[config.mk]
export PLATFORM = sky130hd
export DESIGN_NAME = rw_mem_arbiter
export DESIGN_NICKNAME = d
export VERILOG_FILES = /design/src/rtl/rw_mem_arb_pkg.sv /design/src/rtl/rr_arb2.sv /design/src/rtl/rw_mem_arbiter.sv
export SDC_FILE = /design/constraint.sdc
export NUM_CORES = 1
export LEC_CHECK = 0
export BUFFER_PORTS_ARGS = -buffer_cell sky130_fd_sc_hd__buf_4
export CORE_ASPECT_RATIO = 1.1
export CORE_MARGIN = 2
export CORE_UTILIZATION = 48
export CTS_CLUSTER_DIAMETER = 200
export DETAILED_ROUTE_END_ITERATION = 12
export PLACE_DENSITY = 0.83
export SLEW_MARGIN = 5
export SYNTH_ARGS = -nofsm -noshare
export SYNTH_HDL_FRONTEND = slang
export SYNTH_SLANG_ARGS = --single-unit
export TNS_END_PERCENT = 5
[constraint.sdc]
create_clock -name clk -period 2.63 [get_ports clk]
set_input_delay 0.263 -clock clk [delete_from_list [all_inputs] [get_ports clk]]
set_output_delay 0.263 -clock clk [all_outputs]
set_load 0.03 [all_outputs]
[src/rtl/rw_mem_arb_pkg.sv]
// Shared definitions for the 96x8 read/write memory arbiter.
// Holds the sequencer state encoding, the default memory window bounds,
// the requester port indices and the address-window helper.
package rw_mem_arb_pkg;

    // Sequencer states, 2-bit encoding
    typedef enum logic [1:0] {
        ST_IDLE    = 2'd0,
        ST_ACCESS  = 2'd1,
        ST_CAPTURE = 2'd2,
        ST_ACK     = 2'd3
    } arb_state_e;

    // Default memory window, inclusive at both ends
    localparam logic [7:0] BASE_ADDR_DEFAULT = 8'd128;
    localparam logic [7:0] TOP_ADDR_DEFAULT  = 8'd223;

    // Requester port indices
    localparam logic PORT_CPU    = 1'b0;
    localparam logic PORT_LOADER = 1'b1;

    // Unsigned, inclusive window compare
    function automatic logic addr_in_window(input logic [7:0] addr,
                                            input logic [7:0] base,
                                            input logic [7:0] top);
        return (addr >= base) && (addr <= top);
    endfunction

endpackage

[src/rtl/rr_arb2.sv]
// Two-requester round-robin pick (purely combinational).
// Ports:
//   req0, req1  - requests from port 0 (CPU) and port 1 (loader)
//   last_grant  - port granted most recently (register lives in the parent)
//   valid       - at least one request present
//   winner      - selected port; on a tie, the port not granted last
module rr_arb2
    import rw_mem_arb_pkg::*;
(
    input  logic req0,
    input  logic req1,
    input  logic last_grant,
    output logic valid,
    output logic winner
);

    // Round-robin selection between the two requesters
    always_comb begin
        valid = req0 | req1;
        if (req0 && req1) begin
            winner = ~last_grant;
        end else if (req1) begin
            winner = PORT_LOADER;
        end else begin
            winner = PORT_CPU;
        end
    end

endmodule

[src/rtl/rw_mem_arbiter.sv]
// Two-port arbiter and sequencer for the 96x8 synchronous read/write memory.
// A winning request is latched in IDLE; in-window addresses go through
// ACCESS -> CAPTURE -> ACK, out-of-window addresses go straight to ACK with err.
// Ports:
//   clk, reset            - clock, asynchronous active-low reset
//   reqN/weN/addrN/wdataN - requester N transaction inputs (N = 0 CPU, 1 loader)
//   ackN/rdataN           - one-cycle completion pulse and read data per port
//   err                   - qualifies ackN as an out-of-range rejection
//   busy                  - high whenever the sequencer is not idle
//   mem_address/mem_WE/mem_data_in - registered drive to the memory
//   mem_data_out          - registered read data from the memory
module rw_mem_arbiter
    import rw_mem_arb_pkg::*;
#(
    parameter logic [7:0] BASE_ADDR = BASE_ADDR_DEFAULT,
    parameter logic [7:0] TOP_ADDR  = TOP_ADDR_DEFAULT
) (
    input  logic       clk,
    input  logic       reset,
    input  logic       req0,
    input  logic       req1,
    input  logic       we0,
    input  logic       we1,
    input  logic [7:0] addr0,
    input  logic [7:0] addr1,
    input  logic [7:0] wdata0,
    input  logic [7:0] wdata1,
    output logic       ack0,
    output logic       ack1,
    output logic [7:0] rdata0,
    output logic [7:0] rdata1,
    output logic       err,
    output logic       busy,
    output logic [7:0] mem_address,
    output logic       mem_WE,
    output logic [7:0] mem_data_in,
    input  logic [7:0] mem_data_out
);

    arb_state_e state_r, state_nxt_s;

    logic       last_grant_r, last_grant_nxt_s;
    logic       gnt_port_r,   gnt_port_nxt_s;
    logic       gnt_we_r,     gnt_we_nxt_s;

    logic       arb_valid_s, arb_winner_s;
    logic       sel_we_s, sel_in_win_s;
    logic [7:0] sel_addr_s, sel_wdata_s;

    logic [7:0] mem_address_r, mem_address_nxt_s;
    logic       mem_we_r,      mem_we_nxt_s;
    logic [7:0] mem_data_in_r, mem_data_in_nxt_s;
    logic       ack0_r, ack0_nxt_s;
    logic       ack1_r, ack1_nxt_s;
    logic [7:0] rdata0_r, rdata0_nxt_s;
    logic [7:0] rdata1_r, rdata1_nxt_s;
    logic       err_r, err_nxt_s;
    logic       busy_r, busy_nxt_s;

    rr_arb2 u_rr_arb2 (
        .req0       (req0),
        .req1       (req1),
        .last_grant (last_grant_r),
        .valid      (arb_valid_s),
        .winner     (arb_winner_s)
    );

    // Mux the winning port's request fields and classify its address
    always_comb begin
        if (arb_winner_s == PORT_LOADER) begin
            sel_we_s    = we1;
            sel_addr_s  = addr1;
            sel_wdata_s = wdata1;
        end else begin
            sel_we_s    = we0;
            sel_addr_s  = addr0;
            sel_wdata_s = wdata0;
        end
        sel_in_win_s = addr_in_window(sel_addr_s, BASE_ADDR, TOP_ADDR);
    end

    // Sequencer state register
    always_ff @(posedge clk or negedge reset) begin
        if (!reset) begin
            state_r <= ST_IDLE;
        end else begin
            state_r <= state_nxt_s;
        end
    end

    // Sequencer next-state logic
    always_comb begin
        state_nxt_s = state_r;
        case (state_r)
            ST_IDLE: begin
                if (arb_valid_s) begin
                    if (sel_in_win_s) begin
                        state_nxt_s = ST_ACCESS;
                    end else begin
                        state_nxt_s = ST_ACK;
                    end
                end else begin
                    state_nxt_s = ST_IDLE;
                end
            end
            ST_ACCESS:  state_nxt_s = ST_CAPTURE;
            ST_CAPTURE: state_nxt_s = ST_ACK;
            ST_ACK:     state_nxt_s = ST_IDLE;
            default:    state_nxt_s = ST_IDLE;
        endcase
    end

    // Next values of every registered output and of the grant bookkeeping
    always_comb begin
        last_grant_nxt_s  = last_grant_r;
        gnt_port_nxt_s    = gnt_port_r;
        gnt_we_nxt_s      = gnt_we_r;
        mem_address_nxt_s = mem_address_r;
        mem_we_nxt_s      = mem_we_r;
        mem_data_in_nxt_s = mem_data_in_r;
        ack0_nxt_s        = ack0_r;
        ack1_nxt_s        = ack1_r;
        rdata0_nxt_s      = rdata0_r;
        rdata1_nxt_s      = rdata1_r;
        err_nxt_s         = err_r;
        busy_nxt_s        = (state_nxt_s != ST_IDLE);

        case (state_r)
            ST_IDLE: begin
                if (arb_valid_s) begin
                    last_grant_nxt_s = arb_winner_s;
                    gnt_port_nxt_s   = arb_winner_s;
                    gnt_we_nxt_s     = sel_we_s;
                    if (sel_in_win_s) begin
                        mem_address_nxt_s = sel_addr_s;
                        mem_data_in_nxt_s = sel_wdata_s;
                        mem_we_nxt_s      = sel_we_s;
                    end else begin
                        // Rejected: memory signals untouched, answer at once
                        mem_we_nxt_s = 1'b0;
                        err_nxt_s    = 1'b1;
                        if (arb_winner_s == PORT_LOADER) begin
                            ack1_nxt_s   = 1'b1;
                            rdata1_nxt_s = 8'h00;
                        end else begin
                            ack0_nxt_s   = 1'b1;
                            rdata0_nxt_s = 8'h00;
                        end
                    end
                end else begin
                    mem_we_nxt_s = 1'b0;
                end
            end
            ST_ACCESS: begin
                // The memory acts on this edge; write enable lasts one cycle
                mem_we_nxt_s = 1'b0;
            end
            ST_CAPTURE: begin
                // mem_data_out now holds the registered read result
                if (gnt_port_r == PORT_LOADER) begin
                    ack1_nxt_s = 1'b1;
                    if (!gnt_we_r) begin
                        rdata1_nxt_s = mem_data_out;
                    end else begin
                        rdata1_nxt_s = rdata1_r;
                    end
                end else begin
                    ack0_nxt_s = 1'b1;
                    if (!gnt_we_r) begin
                        rdata0_nxt_s = mem_data_out;
                    end else begin
                        rdata0_nxt_s = rdata0_r;
                    end
                end
            end
            ST_ACK: begin
                ack0_nxt_s = 1'b0;
                ack1_nxt_s = 1'b0;
                err_nxt_s  = 1'b0;
            end
            default: begin
                mem_we_nxt_s = 1'b0;
                ack0_nxt_s   = 1'b0;
                ack1_nxt_s   = 1'b0;
                err_nxt_s    = 1'b0;
            end
        endcase
    end

    // Output and grant registers
    always_ff @(posedge clk or negedge reset) begin
        if (!reset) begin
            last_grant_r  <= PORT_LOADER;
            gnt_port_r    <= PORT_CPU;
            gnt_we_r      <= 1'b0;
            mem_address_r <= 8'd0;
            mem_we_r      <= 1'b0;
            mem_data_in_r <= 8'd0;
            ack0_r        <= 1'b0;
            ack1_r        <= 1'b0;
            rdata0_r      <= 8'd0;
            rdata1_r      <= 8'd0;
            err_r         <= 1'b0;
            busy_r        <= 1'b0;
        end else begin
            last_grant_r  <= last_grant_nxt_s;
            gnt_port_r    <= gnt_port_nxt_s;
            gnt_we_r      <= gnt_we_nxt_s;
            mem_address_r <= mem_address_nxt_s;
            mem_we_r      <= mem_we_nxt_s;
            mem_data_in_r <= mem_data_in_nxt_s;
            ack0_r        <= ack0_nxt_s;
            ack1_r        <= ack1_nxt_s;
            rdata0_r      <= rdata0_nxt_s;
            rdata1_r      <= rdata1_nxt_s;
            err_r         <= err_nxt_s;
            busy_r        <= busy_nxt_s;
        end
    end

    assign ack0        = ack0_r;
    assign ack1        = ack1_r;
    assign rdata0      = rdata0_r;
    assign rdata1      = rdata1_r;
    assign err         = err_r;
    assign busy        = busy_r;
    assign mem_address = mem_address_r;
    assign mem_WE      = mem_we_r;
    assign mem_data_in = mem_data_in_r;

endmodule
### After elaboration in Yosys (flattened, before gate mapping)

Index checks and enable logic that the tools add are counted.

* $lt $le $gt $ge: 2
* equality and inequality tests: 10
* multiplexer cells: 35
* bitwise operators: 2
* reductions and logical operators: 15

Operators by type and width (count)
* two-way mux 8 bit: 11
* one-hot mux 8 bit (2 select lines): 2
* two-way mux 1 bit: 15
* != test 2 bit (second input constant): 7
* AND reduction 6 bit: 2
* AND reduction 5 bit: 2
* >= comparator 8 bit (second input constant): 1
* less-or-equal comparator 8 bit (second input constant): 1
* one-hot mux 2 bit (4 select lines): 1
* nonzero test 2 bit: 4
* one-hot mux 1 bit (3 select lines): 2
* AND reduction 3 bit: 2
* equality test 2 bit (second input constant): 2
* two-way mux 2 bit: 2
* one-hot mux 1 bit (2 select lines): 2
* nonzero test 3 bit: 1
* equality test 2 x 1 -> 1 bit (second input constant): 1
* logical AND 1 bit: 2
* zero test 2 bit: 1
* AND reduction 2 bit: 1
* inverter 1 bit: 1
* bitwise OR 1 bit: 1

* flip-flop bits (word level): 42
* input bits: 46
* output and inout bits: 37

### Longest topological paths before layout

* depth in word-level cells: 9
* gate-level depth with buffers: 6
* gate-level depth less buffers: 6

### Modules after synthesis

A second synthesis with hierarchy kept.

* cells, all modules: 157
* area total of the unflattened synthesis: 2052.0 µm²

Modules (own cells, without submodules)
* rw_mem_arbiter: instances 1, cells each 155, area an instance 2038.2 µm², seq. area each 1052.3 µm²
* rr_arb2: instances 1, cells each 2, area an instance 13.8 µm², seq. area each 0.0 µm²

### Least setup slack after synthesis

Ideal clock, no wire load.

* path type: register to register
* start point: register state_r[0]
* end point: register rdata1_r[0], in the netlist rdata1[0]
* library setup time: 125 ps
* arrival time: 1708 ps
* setup slack: 797 ps
* cell stages (with the launch flop): 7
* buffers on the path: 0
* clock period less this slack: 1833 ps
* cell sequence: dfrtp_1 inv_1 ha_1 nor3b_1 a211oi_2 nand3_2 mux2_2

* longest elaborated chain between the ends: 3
* elaborated cells on any way between the ends: 10
* classes of those cells: 6 x eq/ne; 1 x mux; 3 x reduce/logical

Ends and longest elaborated chain
* start, declared: line rw_mem_arbiter.sv:40 `arb_state_e state_r, state_nxt_s;`
* start signal, assigned: line rw_mem_arbiter.sv:87 `state_r <= state_nxt_s;`
* equality test 2 bit or zero test 2 bit (tied branches): line rw_mem_arbiter.sv:128 `case (state_r)`
* != test 2 bit (no line) or nonzero test 2 bit (tied branches)
* AND reduction 6 bit (no line)
* end signal, assigned: line rw_mem_arbiter.sv:215 `rdata1_r <= rdata1_nxt_s;`
* end, declared: line rw_mem_arbiter.sv:56 `logic [7:0] rdata1_r, rdata1_nxt_s;`

Parallel ways exist; a longest one is shown, timed or not.
A chain may end at the register's enable or synchronous reset.

### Worst setup path in the final report

* start point: register state_r[0]
* end point: register rdata0_r[7], in the netlist rdata0[7]

* longest elaborated chain between the ends: 3
* elaborated cells on any way between the ends: 10
* classes of those cells: 6 x eq/ne; 1 x mux; 3 x reduce/logical

Ends and longest elaborated chain
* equality test 2 bit or zero test 2 bit (tied branches): line rw_mem_arbiter.sv:128
* != test 2 bit (no line) or nonzero test 2 bit (tied branches)
* AND reduction 6 bit (no line)
* end signal, assigned: line rw_mem_arbiter.sv:214 `rdata0_r <= rdata0_nxt_s;`
* end, declared: line rw_mem_arbiter.sv:55 `logic [7:0] rdata0_r, rdata0_nxt_s;`

Parallel ways exist; a longest one is shown, timed or not.

==> results.py <==
metrics = {
    "sta": {
        "fin_tns_setup_ps": 0,
        "slew_headroom_pct": 47.88,
        "hold_ws_ps": 176.6,
        "fin_crit_ps": 2263,
        "tightest_slew_ps": 777.3,
        "setup_viol": 0,
        "fmax_ghz": 0.4419,
        "hold_viol_final": 0,
        "period_share_pct": 86.05,
        "finClkSkew_ps": 9.913,
        "rsz0062_at_grt": "no",
        "slew_violations": 0,
    },
    "setup_path": {
        "worstPathRequired_ps": 2810,
        "r2r_start": "state_r[0]",
        "critPathCaptureType": "flip-flop",
        "regToRegEndpoint": "rdata0[7]",
        "crit_chain": "inv_1, ha_1, nor3b_1, a211oi_2, nand3_2, mux2_2",
        "r2r_slack_ps": 370,
        "rr_worst_depth": 6,
        "worst-path-max-fanout": 17,
        "crit_slowest_cell": "ha_1",
        "crit_type": "reg -> reg",
        "crit_start": "state_r[0]",
        "arrival_ps": 2440,
        "critPathMaxStageDelay_ps": 490,
        "crit_path_start_kind": "flip-flop",
    },
    "global_routing": {
        "grt-ovfl-total": 0,
        "grtUsageTotal_pct": 19.26,
        "grt_pass1_wl_um": 7051,
        "grt_max_degree": 43,
        "grt_antenna_before_repair": 0,
        "grt_pass1_vias": 1571,
    },
    "route": {
        "antenna_left": 0,
        "via_count": 1673,
        "wirelength_um": 4681,
        "drcViolationCount": 0,
        "via_per_inst": 5.039,
        "avgRoutedWirePerCell_um": 14.10,
        "first_pass_iters": 5,
        "drt_iter0_drc": 61,
    },
    "min_path": {
        "holdPathStages": 2,
        "worstHoldEndpoint": "last_grant_r",
        "hold_path_class": "in -> reg",
        "min_from": "req0",
    },
    "power": {
        "ir_drop_v": 0.0006807,
        "power_density_mw_per_mm2": 1189,
        "p_leak_nw": 1.487,
    },
    "synthesis": {
        "yosys-top-cells-area": "dfrtp_1, mux2_2, nand2_1",
        "synth_area_sq_mm": 0.002108,
        "syn_nets": 240,
        "synthCells": 190,
        "avgSynthCellArea_sq_um": 11.10,
        "yosysSeqAreaShare_pct": 49.91,
        "yosysTopAreaCellShare_pct": 48.66,
        "yosysWarnings": 0,
        "synth_seq_cells": 42,
        "synth.distinct_cells": 35,
        "yosys.area.top_type": "dfrtp_1",
    },
    "status": {
        "status": "complete, no violations",
    },
    "final_layout": {
        "final_util_pct": 68.09,
        "fill_cells": 346,
        "drive_above_1_share_pct": 46.40,
        "layout-area-overhead-vs-synth_pct": 37.39,
        "nNetsFinal": 327,
        "layoutNonFillerInstCount": 332,
        "num_antenna_cells": 0,
    },
    "clocking": {
        "cts_buffers": 5,
        "clkTransAtPathRegs_ps": 80,
        "clk_latency_ps": 290,
        "post-cts-setup-buffer-count": 0,
        "clockBufferDepth": 2,
        "cts.sinks": 42,
        "cts_tree": "yes",
        "cts-root-buf": "clkbuf_8",
        "htreeDepth": 2,
    },
    "placement": {
        "io_buffers": 82,
        "gp_congestion": 0.7613,
        "dp_hpwl_um": 3529,
        "place_inst": 323,
    },
    "floorplan": {
        "io_pins": 83,
        "die_w_um": 67.19,
        "fp.dieH_um": 73.51,
        "die-area_sq_mm": 0.004939,
        "rows": 25,
        "coreArea_sq_mm": 0.004254,
        "initial_core_util_pct": 49.56,
    },
    "job": {
        "maxCapViolations": 0,
    },
}
==> registers in the layout, indices dropped and copies added, names as in the netlist <==
signal	count
busy	1
err	1
mem_address	8
state_r	2
rdata0	8
mem_data_in	8
ack0	1
last_grant_r	1
gnt_port_r	1
mem_WE	1
ack1	1
gnt_we_r	1
rdata1	8
==> metal layers <==
layer | up-vias | track usage, % | wire (um)
met1 | 778 | 22.86 | 1915
met3 | 3 | 6.126 | 403
met5 | - | 0 | 0
li1 | 822 | - | -
met4 | 0 | 4.762 | 21
met2 | 70 | 33.66 | 2340
==> report_power, final <==
group | internal, mW | switching [mW]
combinational | 0.823 | 1.05
sequential | 0.917 | 0.157
clock | 0.283 | 0.214
==> layout by cell type (no fill, tap or decap), types with 2 or more instances in the layout <==
cell / n
dfrtp_1: 41
o32a_1: 2
o21ai_0: 7
buf_4: 85
nor2_1: 6
nor3_1: 2
ha_1: 4
o2111ai_1: 2
clkbuf_8: 5
mux2_2: 19
a32oi_1: 2
nor2b_1: 2
a21oi_1: 2
nand3_2: 2
and2_1: 8
inv_1: 6
nand2_1: 50
mux2_4: 9
mux2_1: 3
mux2i_1: 2
==> metrics by stage <==
step / power, mW / worst slack [ps] / instance area, sq um
after global placement: 2.932 / 428.5 / 2776
after floorplan: 2.354 / 797.4 / 2108
final: 3.445 / 366.9 / 2897
after CTS: 3.486 / 366.4 / 2897
after detailed placement: 2.972 / 382.0 / 2776
after global routing: 3.664 / 174.1 / 2897
==> critical path: cells and delay by family, from the launching register on <==
family / cells / cell delay (ps)
adder cells (fa/ha/maj): 1 / 490
AND/OR/NAND/NOR: 2 / 700
flip-flops: 1 / 410
buffers and inverters: 1 / 90
multiplexers: 1 / 370
AO/OA/AOI/OAI: 1 / 100
==> Yosys cell counts, drive strengths merged <==
cell	n
o21ai	8
a211oi	1
o2111ai	2
nand3	2
nor3	2
ha	4
a21boi	3
nor2b	2
mux2	31
a21bo	1
o21a	1
dfrtp	41
or2	1
and2	8
nand2	50
nor3b	1
clkbuf	4
mux2i	3
o2bb2ai	1
nor2	7
dfstp	1
a31oi	1
inv	6
buf	2
nand2b	1
a21oi	2
o32a	2
a32oi	2
==> cells by family (layout without fill, tap and decap cells) <==
family          count (synthesis)  count (layout)  share of synthesized area [%]
simple gates                   74              74                          15.85
fa+ha+maj                       4               4                          2.374
buf+inv                        12             100                          2.848
flops                          42              42                          49.91
mux                            34              34                          20.18
compound gates                 24              24                          8.844
==> layout make-up <==
type | instances | area (sq um) | share of cell area (%)
flip-flops and latches | 42 | 1052 | 36.33
well taps | 54 | 67.56 | 2.333
clock buffers | 6 | 72.57 | 2.505
inverters | 6 | 22.52 | 0.7775
clock inverters | 2 | 37.54 | 1.296
repair buffers | 86 | 648.1 | 22.38
multi-input cells | 136 | 996.0 | 34.38
==> repair_timing <==
action / 4_1_cts / 5_1_grt
hold buffers: 1 / 0
resized for setup: 0 / 0
endpoints found under the hold margin: 41 / 0
==> how the worst max path moves through the flow <==
stage	to	depth (start not counted)
4_1_cts	rdata0[7]	6
2_1_floorplan	rdata1[0]	6
5_1_grt	rdata0[0]	6
3_3_place_gp	rdata0[2]	6
6_report	rdata0[7]	6
3_5_place_dp	rdata1[2]	6
Power figures use the tool's default switching activity.
